### config.mk
export PLATFORM = sky130hd
export DESIGN_NAME = swap_sequencer_flat
export DESIGN_NICKNAME = d
export VERILOG_FILES = /design/src/rtl/swap_sequencer_if.sv /design/src/rtl/swap_sequencer.sv /design/src/flat_wrapper.sv
export SDC_FILE = /design/constraint.sdc
export NUM_CORES = 1
export LEC_CHECK = 0
export CAP_MARGIN = 20
export CELL_PAD_IN_SITES_DETAIL_PLACEMENT = 0
export CELL_PAD_IN_SITES_GLOBAL_PLACEMENT = 1
export CORE_MARGIN = 2
export CORE_UTILIZATION = 50
export CTS_CLUSTER_DIAMETER = 100
export DETAILED_ROUTE_END_ITERATION = 16
export PLACE_DENSITY = 0.9
export SKIP_CTS_REPAIR_TIMING = 1
export SLEW_MARGIN = 20
export SYNTH_ARGS = -nofsm -noshare
export SYNTH_HDL_FRONTEND = slang
export SYNTH_SLANG_ARGS = --single-unit
### constraint.sdc
create_clock -name clk -period 6.6 [get_ports clk]
set_input_delay 0.66 -clock clk [delete_from_list [all_inputs] [get_ports clk]]
set_output_delay 0.66 -clock clk [all_outputs]
set_load 0.01 [all_outputs]
### src/rtl/swap_sequencer_if.sv
// rtl/swap_sequencer_if.sv - handshake bundle between host and swap_sequencer
//
// Purpose: groups the swap request/response, host write and host read
//          channels of the swap sequencer into one bundle.
// Modports:
//    master - host side: drives requests, addresses and write data;
//             observes the ready/done/read-data returns.
//    slave  - sequencer side: the mirror image of master.
// Signals:
//    swap_req, A_addr, B_addr, swap_ready, swap_done  - swap channel
//    w_en, w_addr, w_data, w_ready                    - host write channel
//    r_en, r_addr, r_ready, r_data, r_valid           - host read channel
interface swap_sequencer_if #(
   parameter int N    = 3,
   parameter int BITS = 8
);
   logic            swap_req;
   logic [N-1:0]    A_addr;
   logic [N-1:0]    B_addr;
   logic            swap_ready;
   logic            swap_done;
   logic            w_en;
   logic [N-1:0]    w_addr;
   logic [BITS-1:0] w_data;
   logic            w_ready;
   logic            r_en;
   logic [N-1:0]    r_addr;
   logic            r_ready;
   logic [BITS-1:0] r_data;
   logic            r_valid;

   modport master (
      output swap_req, A_addr, B_addr, w_en, w_addr, w_data, r_en, r_addr,
      input  swap_ready, swap_done, w_ready, r_ready, r_data, r_valid
   );

   modport slave (
      input  swap_req, A_addr, B_addr, w_en, w_addr, w_data, r_en, r_addr,
      output swap_ready, swap_done, w_ready, r_ready, r_data, r_valid
   );
endinterface

### src/rtl/swap_sequencer.sv
// rtl/swap_sequencer.sv - four-cycle swap engine arbitrating a 2^N x BITS register file
//
// Purpose: owns a register file with one read port and one write port and
//          shares them between host reads, host writes and a swap engine that
//          exchanges two entries as read A, read B, write A, write B.
// Ports:
//    clk  - clock, all state updates on the rising edge
//    rst  - synchronous active-high reset; clears memory and aborts swaps
//    bus  - swap_sequencer_if.slave: swap, host write and host read channels
// Configuration macro:
//    SWAP_SAME_ADDR_BYPASS_EN - when defined, a swap with A_addr==B_addr is
//    accepted without leaving IDLE and its done pulse follows one cycle later.
module swap_sequencer #(
   parameter int N    = 3,
   parameter int BITS = 8
) (
   input  logic           clk,
   input  logic           rst,
   swap_sequencer_if.slave bus
);
   localparam int DEPTH = 1 << N;

   typedef enum logic [2:0] {IDLE, RD_A, RD_B, WR_A, WR_B} state_t;

   state_t          state_q, state_d;
   logic [BITS-1:0] mem_q [DEPTH];
   logic [N-1:0]    a_q, a_d, b_q, b_d;
   logic [BITS-1:0] tmp_a_q, tmp_a_d, tmp_b_q, tmp_b_d;
   // Read path is two registers deep: rd_buf captures the array at the
   // accepting edge (so it sees the pre-write value), r_data presents it
   // one edge later.
   logic [BITS-1:0] rd_buf_q, rd_buf_d;
   logic            rd_pend_q, rd_pend_d;
   logic [BITS-1:0] r_data_q;
   logic            r_valid_q;
   logic            swap_done_q, swap_done_d;
   logic            mem_we;
   logic [N-1:0]    mem_waddr;
   logic [BITS-1:0] mem_wdata;
   logic            swap_ready, w_ready, r_ready;
   logic            bypass_hit;

`ifdef SWAP_SAME_ADDR_BYPASS_EN
   logic            bypass_q, bypass_d;
   assign bypass_hit = (bus.A_addr == bus.B_addr);
`else
   assign bypass_hit = 1'b0;
`endif

   always_comb begin
      swap_ready  = !rst && (state_q == IDLE);
      w_ready     = !rst && (state_q == IDLE);
      // The read port is free whenever the engine is not reading.
      r_ready     = !rst && (state_q == IDLE || state_q == WR_A || state_q == WR_B);

      state_d     = state_q;
      a_d         = a_q;
      b_d         = b_q;
      tmp_a_d     = tmp_a_q;
      tmp_b_d     = tmp_b_q;
      mem_we      = 1'b0;
      mem_waddr   = bus.w_addr;
      mem_wdata   = bus.w_data;
      swap_done_d = 1'b0;
      rd_pend_d   = bus.r_en && r_ready;
      rd_buf_d    = rd_pend_d ? mem_q[bus.r_addr] : rd_buf_q;
`ifdef SWAP_SAME_ADDR_BYPASS_EN
      bypass_d    = 1'b0;
      if (bypass_q) swap_done_d = 1'b1;
`endif

      case (state_q)
         IDLE: begin
            mem_we = bus.w_en;
            if (bus.swap_req) begin
               if (bypass_hit) begin
`ifdef SWAP_SAME_ADDR_BYPASS_EN
                  bypass_d = 1'b1;
`endif
               end else begin
                  a_d     = bus.A_addr;
                  b_d     = bus.B_addr;
                  state_d = RD_A;
               end
            end
         end
         RD_A: begin
            tmp_a_d = mem_q[a_q];
            state_d = RD_B;
         end
         RD_B: begin
            tmp_b_d = mem_q[b_q];
            state_d = WR_A;
         end
         WR_A: begin
            mem_we    = 1'b1;
            mem_waddr = a_q;
            mem_wdata = tmp_b_q;
            state_d   = WR_B;
         end
         WR_B: begin
            mem_we      = 1'b1;
            mem_waddr   = b_q;
            mem_wdata   = tmp_a_q;
            swap_done_d = 1'b1;
            state_d     = IDLE;
         end
         default: state_d = IDLE;
      endcase
   end

   always_ff @(posedge clk) begin
      if (rst) begin
         state_q     <= IDLE;
         a_q         <= '0;
         b_q         <= '0;
         tmp_a_q     <= '0;
         tmp_b_q     <= '0;
         rd_buf_q    <= '0;
         rd_pend_q   <= 1'b0;
         r_data_q    <= '0;
         r_valid_q   <= 1'b0;
         swap_done_q <= 1'b0;
         for (int i = 0; i < DEPTH; i++) mem_q[i] <= '0;
      end else begin
         state_q     <= state_d;
         a_q         <= a_d;
         b_q         <= b_d;
         tmp_a_q     <= tmp_a_d;
         tmp_b_q     <= tmp_b_d;
         rd_buf_q    <= rd_buf_d;
         rd_pend_q   <= rd_pend_d;
         r_valid_q   <= rd_pend_q;
         swap_done_q <= swap_done_d;
         if (rd_pend_q) r_data_q <= rd_buf_q;
         if (mem_we) mem_q[mem_waddr] <= mem_wdata;
      end
   end

`ifdef SWAP_SAME_ADDR_BYPASS_EN
   always_ff @(posedge clk) begin
      if (rst) bypass_q <= 1'b0;
      else     bypass_q <= bypass_d;
   end
`endif

   assign bus.swap_ready = swap_ready;
   assign bus.w_ready    = w_ready;
   assign bus.r_ready    = r_ready;
   assign bus.swap_done  = swap_done_q;
   assign bus.r_data     = r_data_q;
   assign bus.r_valid    = r_valid_q;
endmodule
### src/flat_wrapper.sv
// flat-port wrapper written by rule: the top's interface ports become plain ports
module swap_sequencer_flat 
#(
   parameter int N    = 3,
   parameter int BITS = 8
)
  (clk, rst, bus_swap_req, bus_A_addr, bus_B_addr, bus_w_en, bus_w_addr, bus_w_data, bus_r_en, bus_r_addr, bus_swap_ready, bus_swap_done, bus_w_ready, bus_r_ready, bus_r_data, bus_r_valid);
  swap_sequencer_if #(.N(N), .BITS(BITS)) bus_i ();
  input  logic clk;
  input  logic rst;
  input wire logic [$bits(bus_i.swap_req)-1:0] bus_swap_req;
  input wire logic [$bits(bus_i.A_addr)-1:0] bus_A_addr;
  input wire logic [$bits(bus_i.B_addr)-1:0] bus_B_addr;
  input wire logic [$bits(bus_i.w_en)-1:0] bus_w_en;
  input wire logic [$bits(bus_i.w_addr)-1:0] bus_w_addr;
  input wire logic [$bits(bus_i.w_data)-1:0] bus_w_data;
  input wire logic [$bits(bus_i.r_en)-1:0] bus_r_en;
  input wire logic [$bits(bus_i.r_addr)-1:0] bus_r_addr;
  output wire logic [$bits(bus_i.swap_ready)-1:0] bus_swap_ready;
  output wire logic [$bits(bus_i.swap_done)-1:0] bus_swap_done;
  output wire logic [$bits(bus_i.w_ready)-1:0] bus_w_ready;
  output wire logic [$bits(bus_i.r_ready)-1:0] bus_r_ready;
  output wire logic [$bits(bus_i.r_data)-1:0] bus_r_data;
  output wire logic [$bits(bus_i.r_valid)-1:0] bus_r_valid;
  assign bus_i.swap_req = bus_swap_req;
  assign bus_i.A_addr = bus_A_addr;
  assign bus_i.B_addr = bus_B_addr;
  assign bus_i.w_en = bus_w_en;
  assign bus_i.w_addr = bus_w_addr;
  assign bus_i.w_data = bus_w_data;
  assign bus_i.r_en = bus_r_en;
  assign bus_i.r_addr = bus_r_addr;
  assign bus_swap_ready = bus_i.swap_ready;
  assign bus_swap_done = bus_i.swap_done;
  assign bus_w_ready = bus_i.w_ready;
  assign bus_r_ready = bus_i.r_ready;
  assign bus_r_data = bus_i.r_data;
  assign bus_r_valid = bus_i.r_valid;
  swap_sequencer #(.N(N), .BITS(BITS)) u_core (.clk(clk), .rst(rst), .bus(bus_i));
endmodule
==> reports/results.md <==
- fraction of power consumed by sequential logic: 0.484
- leading cell type in the layout, fill and taps excluded: sky130_fd_sc_hd__nor4_1
- placement-stage cell area: 6420 sq um
- worst vdd ir: 125 uV
- number of library cell types mapped by synthesis: 39
- yosys synthesis warning count: 0
- startpoint-to-endpoint class of the critical path: in -> reg
- net count after synthesis: 518
- # port buffers: 37
- count of flip-flops with a built-in enable after synthesis: 64
- first-pass GRT wire length: 23600 um
- RSZ-0062 raised after global routing: no
- TritonCTS buffer count: 9
- most common flop cell mapped by yosys: sky130_fd_sc_hd__edfxtp_1
- cell area after synthesis: 6000 sq um
- final setup slack of the worst path: 2.82 ns
- die height: 114 um
- Power Internal: 1.21 mW
- antenna violations before repair: 0
- kind of end point of the critical path: flip-flop
- number of buffers between clock root and the deepest sink: 2
- total number of clock tree sinks: 108
- Max-slew headroom: 0.271
- Worst Hold Class: reg -> reg
- commonest cells after routing, fill and taps aside: sky130_fd_sc_hd__nor4_1, sky130_fd_sc_hd__edfxtp_1, sky130_fd_sc_hd__mux4_2
- share of power burned in the clock network: 0.337
- DRC violations left: 0
- clock network latency to the later pin of the worst-skew pair: 0.35 ns
- aggregate negative setup slack: 0 ns
- DP HPWL: 10600 um
- overall routed net length: 15100 um
- worst-path fanout max: 36
- area of the die: 12900 sq um
- proportion of power drawn by combinational gates: 0.179
- achievable clock frequency: 264 MHz
- share of async-settable or async-resettable flops after synthesis: 0
- CP Launch Type: input port
- H-tree levels: 3
- width of the die: 114 um
- non-filler cells, final: 643
- Slowest cell on crit path: sky130_fd_sc_hd__o31ai_1
- net switching fraction of the power: 0.269
- first-pass iteration count of the detailed router: 6
- Boundary Pins: 38
- max-slew violation count: 0
- post-route cell area: 6750 sq um
- slowest cell delay on critical path: 1.19 ns
- Initial Util: 0.506
- vias per inst: 6.80
- clock tree from TritonCTS: done
- Cells after Synth: 493
- CP delay by family, top: compound AO/OA/AOI/OAI gates
- number of cells after detailed placement: 627
- fraction of layout cells with a size suffix above 1: 0.188
- time the worst path needs with I/O delays and setup: 3.78 ns
- Avg Synthesized Cell Area: 12.2 sq um
- run status: finished clean
- standard-cell row count: 40
- ANT nets after route: 0
- number of register bits inferred by synthesis: 108
- Setup-failing EPs final: 0
- number of hold violations in the final report: 0
- post-synthesis to final-layout area growth: 12.5%
- number of vias after detailed routing: 4375
- area of the core: 11900 sq um
- sequential cell area fraction in the yosys report: 0.467
- Final GP Congestion: 1.07
- Initial DRC Count: 510
- global routing usage summed across all routing layers: 0.243
- root cell of the clock tree: sky130_fd_sc_hd__clkbuf_16
- sum of overflow across all layers after global routing: 0
- required time of the critical path: 6.57 ns
- worst setup skew after layout: 0.0100 ns
- max-capacitance violation count: 0
- Final period util: 0.573
- worst path buffer plus inverter count: 3
- clock transition at the registers of the reported paths: 0.07 ns
- final layout net count: 516
- cells along the critical path: clkdlybuf4s50_1 > buf_4 > clkinv_1 > nand4_2 > o31ai_1
- WL/cell: 23.5 um
- transition time of the tightest slew-check pin: 1.09 ns
- CP arrival: 3.75 ns
- largest net degree at the start of global routing: 58
- final total power: 1.66 mW
- number of antenna repair diodes: 0
- total net switching power: 0.447 mW
- setup slack after placement: 2.57 ns
- Power Dens Cells: 246 nW/um^2
- number of global-route vias before repair: 4189
- P_leak: 2.10 nW
-- cell type report --
cell class,count,area (sq um)
inverters,2,7.51
repair buffers,46,433
well taps,147,184
flip-flops and latches,108,2810
clock buffers,13,272
multi-input cells,324,3010
fillers,961,5110
clock inverters,3,43.8
-- stage by stage --
stage	util	hold WS, ns
final	0.569	0.455
after global routing	0.569	0.479
after CTS	0.568	0.456
after detailed placement	0.541	0.446
after global placement	0.541	0.443
after floorplan	-	0.426
-- synth_stat cells (12+ instances only) --
library cell	count	share of area
sky130_fd_sc_hd__nor3b_1	12	0.015
sky130_fd_sc_hd__mux2i_1	38	0.063
sky130_fd_sc_hd__nand2_1	16	0.010
sky130_fd_sc_hd__clkbuf_1	22	0.014
sky130_fd_sc_hd__nor2_1	18	0.011
sky130_fd_sc_hd__mux4_2	48	0.18
sky130_fd_sc_hd__dfxtp_1	44	0.15
sky130_fd_sc_hd__o21ai_0	40	0.033
sky130_fd_sc_hd__edfxtp_1	64	0.32
sky130_fd_sc_hd__nor4_1	65	0.068
sky130_fd_sc_hd__nor3_1	12	0.010
sky130_fd_sc_hd__buf_2	27	0.023
sky130_fd_sc_hd__nor2b_1	22	0.023
-- state kept, by name, summed over array words and instances (netlist names) --
signal / count
u_core.bus.r_data: 8
u_core.tmp_b_q: 8
u_core.rd_pend_q: 1
u_core.bus.r_valid: 1
u_core.rd_buf_q: 8
u_core.mem_q: 64
u_core.state_q: 3
u_core.b_q: 3
u_core.a_q: 3
u_core.bus.swap_done: 1
u_core.tmp_a_q: 8
-- routing by layer --
metal | vias to the layer above | GRT usage | part of all wire
li1 | 1975 | - | -
met3 | 47 | 0.0744 | 0.095
met4 | 0 | 0.117 | 0.044
met5 | - | 0 | 0
met2 | 236 | 0.364 | 0.46
met1 | 2117 | 0.325 | 0.40
-- power by group through the flow --
stage | Clock, mW | Combinational, mW | Sequential (mW)
3_3_place_gp | 0 | 0.285 | 0.813
2_1_floorplan | 0 | 0.229 | 0.781
6_report | 0.560 | 0.297 | 0.803
4_1_cts | 0.563 | 0.292 | 0.802
3_5_place_dp | 0 | 0.291 | 0.817
5_1_grt | 0.596 | 0.318 | 0.808
-- logic make-up after synthesis --
family	share of synthesized area
buffers and inverters	0.0494
AO/OA/AOI/OAI	0.0842
flip-flops	0.467
XOR/XNOR	0.00146
multiplexers	0.243
AND/OR/NAND/NOR	0.154
-- final timing paths --
path | startpoint | end | slack (ns) | cells past startpoint
max reg2reg | u_core.state_q[2]$_SDFFE_PP0P_ | u_core.mem_q[3][3]$_SDFFCE_PN0P_ | 3.06 | 5
min | u_core.tmp_a_q[5]$_SDFFE_PP0P_ | u_core.tmp_a_q[5]$_SDFFE_PP0P_ | 0.46 | 2
min reg2reg | u_core.tmp_a_q[5]$_SDFFE_PP0P_ | u_core.tmp_a_q[5]$_SDFFE_PP0P_ | 0.46 | 2
max | rst | u_core.mem_q[3][3]$_SDFFCE_PN0P_ | 2.82 | 5
-- tightest hold or removal path: cells and delay by family (launching register included) --
| family | cells | cell delay (ns) |
|---|---|---|
| AND/OR/NAND/NOR | 1 | 0.05 |
| flip-flops | 1 | 0.31 |
| AO/OA/AOI/OAI | 1 | 0.05 |
Note: power is estimated with default switching activity, not from simulation.
